$ cat src/rtl/fft_delay_commutator.sv
// Two-lane delay-commutator stage for the streaming FFT datapath.
// Reorders lane samples so pairs leave as time-aligned butterfly operands.
// Optional flush port enabled by defining FFT_COMMUTATOR_FLUSH_EN.
module fft_delay_commutator #(
  parameter int DATA_W = 32,
  parameter int DELAY  = 4,
  parameter int CNT_W  = $clog2(2*DELAY)
) (
  input  logic              clk,
  input  logic              rst_n,
`ifdef FFT_COMMUTATOR_FLUSH_EN
  input  logic              flush,
`endif
  input  logic              in_valid,
  input  logic [DATA_W-1:0] in0,
  input  logic [DATA_W-1:0] in1,
  output logic              out_valid,
  output logic [DATA_W-1:0] out0,
  output logic [DATA_W-1:0] out1,
  output logic              sel
);

  localparam int PRIME_W = $clog2(DELAY+1);
  localparam logic [PRIME_W-1:0] PRIME_MAX = PRIME_W'(DELAY);

  logic              flush_req;
  logic              accept;
  logic              phase;
  logic [CNT_W-1:0]  cnt;
  logic [PRIME_W-1:0] prime_cnt;
  logic [DATA_W-1:0] dly_a [DELAY];
  logic [DATA_W-1:0] dly_b [DELAY];
  logic [DATA_W-1:0] a_out;
  logic [DATA_W-1:0] b_out;
  logic [DATA_W-1:0] s0;
  logic [DATA_W-1:0] s1;

`ifdef FFT_COMMUTATOR_FLUSH_EN
  assign flush_req = flush;
`else
  assign flush_req = 1'b0;
`endif

  // A flush cycle swallows whatever sample is presented alongside it.
  assign accept = in_valid & ~flush_req;
  assign phase  = cnt[CNT_W-1];
  assign a_out  = dly_a[DELAY-1];
  assign b_out  = dly_b[DELAY-1];

  // Swap network: phase 0 passes in0 straight to s0, phase 1 exchanges it with the delayed in1.
  always_comb begin
    s0 = in0;
    s1 = b_out;
    if (phase) begin
      s0 = b_out;
      s1 = in0;
    end
  end

  // Delay lines shift only on accepted samples and are never cleared.
  always_ff @(posedge clk) begin
    if (rst_n && accept) begin
      for (int i = DELAY-1; i >= 1; i--) begin
        dly_a[i] <= dly_a[i-1];
        dly_b[i] <= dly_b[i-1];
      end
      dly_a[0] <= s0;
      dly_b[0] <= in1;
    end
  end

  // Sample counter and saturating prime count; flush restarts both without touching data.
  always_ff @(posedge clk) begin
    if (!rst_n || flush_req) begin
      cnt       <= '0;
      prime_cnt <= '0;
    end else if (accept) begin
      cnt <= cnt + 1'b1;
      if (prime_cnt != PRIME_MAX) begin
        prime_cnt <= prime_cnt + 1'b1;
      end
    end
  end

  // Output register: new pair on every accepted sample, valid only once primed.
  always_ff @(posedge clk) begin
    if (!rst_n) begin
      out_valid <= 1'b0;
      out0      <= '0;
      out1      <= '0;
      sel       <= 1'b0;
    end else if (flush_req) begin
      out_valid <= 1'b0;
    end else if (accept) begin
      out_valid <= (prime_cnt == PRIME_MAX);
      out0      <= a_out;
      out1      <= s1;
      sel       <= phase;
    end else begin
      out_valid <= 1'b0;
    end
  end

endmodule

$ cat config.mk
export PLATFORM = sky130hd
export DESIGN_NAME = fft_delay_commutator
export DESIGN_NICKNAME = d
export VERILOG_FILES = /design/src/rtl/fft_delay_commutator.sv
export SDC_FILE = /design/constraint.sdc
export NUM_CORES = 1
export LEC_CHECK = 0
export ABC_AREA = 1
export CORE_ASPECT_RATIO = 1.2
export CORE_MARGIN = 2
export CORE_UTILIZATION = 55
export CTS_CLUSTER_DIAMETER = 50
export CTS_CLUSTER_SIZE = 40
export DETAILED_ROUTE_END_ITERATION = 10
export HOLD_SLACK_MARGIN = 0.05
export PLACE_DENSITY_LB_ADDON = 0.2
export SLEW_MARGIN = 10
export SYNTH_ARGS = -nofsm -noshare
export SYNTH_HDL_FRONTEND = slang
export SYNTH_SLANG_ARGS = --single-unit
$ cat constraint.sdc
create_clock -name clk -period 22.9 [get_ports clk]
set_input_delay 4.58 -clock clk [delete_from_list [all_inputs] [get_ports clk]]
set_output_delay 4.58 -clock clk [all_outputs]
set_load 0.01 [all_outputs]
[Yosys cells after proc, flatten, opt, wreduce, memory -nomap -nowiden]
Memories as Yosys holds them, arrays and structs flattened. A register that Yosys moved wholly into a read port is not among the register bits.
Cells that the tools add are included.
Word-level totals
  register bits: 40
  bits in writable memories: 256
  logic and storage cells: 19
  memories: 2
Memories
  dly_a: depth 4, width 32, rd ports 4, clocked after memory_dff 1, write ports 4, line 31  | logic [DATA_W-1:0] dly_a [DELAY];
  dly_b: depth 4, width 32, rd ports 4, clocked after memory_dff 0, write ports 4, line 32  | logic [DATA_W-1:0] dly_b [DELAY];
Cells by class
  add/sub/neg operators: 2
  eq/ne operators: 2
  multiplexer cells: 4
  reductions and logical operators: 4
Operator list (number)
  $mux 32: 2
  $add 3x1->3 const B: 2
  $reduce_and 2->1: 2
  $eq 3x3->1 const B: 1
  $ne 3x3->1 const B: 1
  $mux 1: 2
  $logic_and 1x1->1: 1
  $logic_not 1->1: 1

[Longest topological paths before layout]
  depth in word-level cells: 3
  depth in mapped cells: 6
  gate-level depth less buffers: 6

[Least setup slack after synthesis]
Ideal clock, no wire load.
  path type: input to register
  start point: input rst_n
  end point: memory dly_a[0][0] (enable)
  library setup time: 0.607 ns
  data arrival time: 9.998 ns
  data required time: 22.293 ns
  path slack: 12.295 ns
  stages: 4
  buffers on the path: 2
  path through: buf_2 -> buf_1 -> nand2_1 -> inv_1
RTL lines
  start, declared: line 10  | input logic rst_n,
  end, declared: line 31

==> flow_metrics.env <==
export IMPL_postCtsSetupRepairBufs=0
export IMPL_r2r_cells=4
export IMPL_hold_depth=0
export IMPL_cts_repair_resized=0
export IMPL_leakage_nw=4.68
export IMPL_path_delay_family="buffers and inverters"
export IMPL_routabilityCongestion=0.864
export IMPL_fp_dieW_um=133
export IMPL_design_area_um2=13100
export IMPL_tightest_slew_ns=1.12
export IMPL_arrival_ns=7.64
export IMPL_h_tree_depth=1
export IMPL_cts_root_buffer="clkbuf_16"
export IMPL_coreArea_um2=19500
export IMPL_critPathLaunchType="input port"
export IMPL_dp_cells=1086
export IMPL_syn_inst=726
export IMPL_grt_pass1_wl_um=25700
export IMPL_critPathKind="input port to flip-flop"
export IMPL_synth_seq_area_share_pct=83.3
export IMPL_placement_rows=56
export IMPL_rsz0062_at_grt="false"
export IMPL_wirelength_um=16400
export IMPL_drt_iter0_drc=559
export IMPL_synth_net_count=796
export IMPL_grt_start_max_net_pins=165
export IMPL_syn_area_um2=11000
export IMPL_period_share_pct=32.9
export IMPL_io_buffers=132
export IMPL_ios=133
export IMPL_place_area_um2=12400
export IMPL_final_layout_size_suffix_gt1_share_pct=7.45
export IMPL_dr_pass1_iters=5
export IMPL_outcome="complete, no violations"
export IMPL_cts_hold_buf=0
export IMPL_slowest_stage="buf_4"
export IMPL_endpoint_kind="flip-flop"
export IMPL_vias=5642
export IMPL_drc=0
export IMPL_powerDensity_nw_per_um2=85.6
export IMPL_grt_pass1_vias=5234
export IMPL_synth_seq_cells=328
export IMPL_track_usage_pct=15.3
export IMPL_die_area_um2=21100
export IMPL_max_slew_margin_pct=25.5
export IMPL_hp_class="flip-flop to flip-flop"
export IMPL_grt_overflow=0
export IMPL_fmax_mhz=133
export IMPL_yosysUniqueCellTypes=17
export IMPL_finalClockSkew_ns=0.0311
export IMPL_avgSynthCellArea_um2=15.1
export IMPL_cts_buffers=19
export IMPL_finalMaxSlewViolations=0
export IMPL_cts_sinks=328
export IMPL_start_util_pct=56.0
export IMPL_wl_per_cell_um=14.6
export IMPL_critPathBufInv=3
export IMPL_die_h_um=159
export IMPL_post_dp_hpwl_um=9850
export IMPL_final_cells=1120
export IMPL_path_max_fanout=164
export IMPL_cap_violations=0
export IMPL_setup_viol=0
export IMPL_power_mw=1.12
export IMPL_cp_depth=4
export IMPL_post_drt_via_cell_ratio=5.04
export IMPL_ys_warnings_count=0
export IMPL_diodes=0
export IMPL_cp_cell_sequence="buf_2, nand2_1, inv_8, buf_4"
export IMPL_clk_path_buf_depth=3
export IMPL_path_clk_slew_ns=0.10
export IMPL_fill_cells=1299
export IMPL_insertion_delay_ns=0.52
export IMPL_required_ns=23.02
export IMPL_ant_nets=0
export IMPL_antenna_found_initial=0
export IMPL_final_nets=916
export IMPL_slowest_delay_ns=0.99
export IMPL_hold_slack_ns=0.415
export IMPL_finalCriticalPeriod_ns=7.53
export IMPL_synthToLayoutAreaGrowth_pct=19.7
export IMPL_setup_tns_final_ns=0
export IMPL_cts_tree="yes"
export IMPL_irDropWorstVdd_uv=84.4
export IMPL_hold_viol=0
[metal layers]
| metal | global-route usage (%) | part of all wire (%) | vias to the layer above |
|---|---|---|---|
| li1 | - | - | 2796 |
| met1 | 20.8 | 43 | 2628 |
| met2 | 25.7 | 50 | 189 |
| met3 | 2.58 | 5.9 | 29 |
| met4 | 4.61 | 1.9 | 0 |
| met5 | 0 | 0 | - |
[worst register-to-register path: cells and delay by family, from the launching register on]
family / cells / cell delay (ns)
flops: 1 / 0.32
buf+inv: 2 / 1.22
simple gates: 2 / 0.30
[cell usage after synthesis]
| library cell | n | share of area [%] |
|---|---|---|
| inv_1 | 7 | 0.24 |
| nor2_1 | 75 | 2.6 |
| a21oi_2 | 20 | 1.6 |
| nand2_1 | 138 | 4.7 |
| buf_2 | 17 | 0.78 |
| buf_1 | 1 | 0.034 |
| o21ai_1 | 5 | 0.23 |
| clkbuf_1 | 12 | 0.41 |
| inv_2 | 1 | 0.034 |
| a21oi_1 | 48 | 2.2 |
| ha_1 | 3 | 0.34 |
| buf_6 | 3 | 0.31 |
| edfxtp_1 | 256 | 70 |
| o21ai_0 | 61 | 2.8 |
| dfxtp_1 | 72 | 13 |
| nand3_1 | 3 | 0.14 |
| buf_4 | 4 | 0.27 |
[stage by stage]
stage,util (%),worst slack [ns]
6_report,67.1,15.37
5_1_grt,67.1,15.07
4_1_cts,67.1,15.37
3_5_place_dp,63.6,14.86
3_3_place_gp,63.6,15.02
2_1_floorplan,-,12.30
[worst paths after layout]
check	from	to	slack, ns
worst min register to register	dly_a[0][14]$_DFFE_PP_	dly_a[1][14]$_DFFE_PP_	0.42
worst max register to register	cnt[2]$_SDFFE_PN0P_	dly_a[0][25]$_DFFE_PP_	20.79
worst max-delay path	rst_n	dly_b[2][27]$_DFFE_PP_	15.37
worst min-delay path	dly_a[0][14]$_DFFE_PP_	dly_a[1][14]$_DFFE_PP_	0.42
[state kept, by name (all words and copies together), names as in the netlist]
name / cells
cnt: 3
out_valid: 1
out0: 32
prime_cnt: 3
dly_b: 128
dly_a: 128
out1: 32
sel: 1
[layout make-up]
cell class / instances / area (um2) / area share (%)
Clock buffer: 21 / 514 / 3.92
Clock inverter: 13 / 160 / 1.22
Inverter: 8 / 37.5 / 0.286
Multi-Input combinational cell: 353 / 1600 / 12.2
Sequential cell: 328 / 9130 / 69.7
Tap cell: 261 / 327 / 2.49
Timing Repair Buffer: 136 / 1340 / 10.2
[kinds of logic (layout without fill, tap and decap cells)]
logic type	Yosys count	in the layout	synth area share (%)
AO/OA/AOI/OAI	134	134	6.81
adder cells (fa/ha/maj)	3	3	0.343
buffers and inverters	45	178	2.08
flip-flops	328	328	83.3
AND/OR/NAND/NOR	216	216	7.44
[cell usage in the layout (no fill, tap or decap), types with 3 or more instances in the layout]
master,count
a21oi_2,20
edfxtp_1,256
ha_1,3
buf_4,4
o21ai_0,61
a21oi_1,48
clkbuf_16,20
dfxtp_1,71
o21ai_1,5
inv_12,3
inv_8,6
nand2_1,138
clkdlybuf4s50_1,130
inv_1,5
nand3_1,3
nor2_1,75
[where the power goes]
group          leakage, nW  total, mW  switching (mW)  internal [mW]
sequential            3.00      0.680         0.00995          0.670
combinational         1.35     0.0656          0.0350         0.0305
clock                0.333      0.377           0.199          0.177
total                 4.68       1.12           0.244          0.878
(Power assumes the default switching activity.)
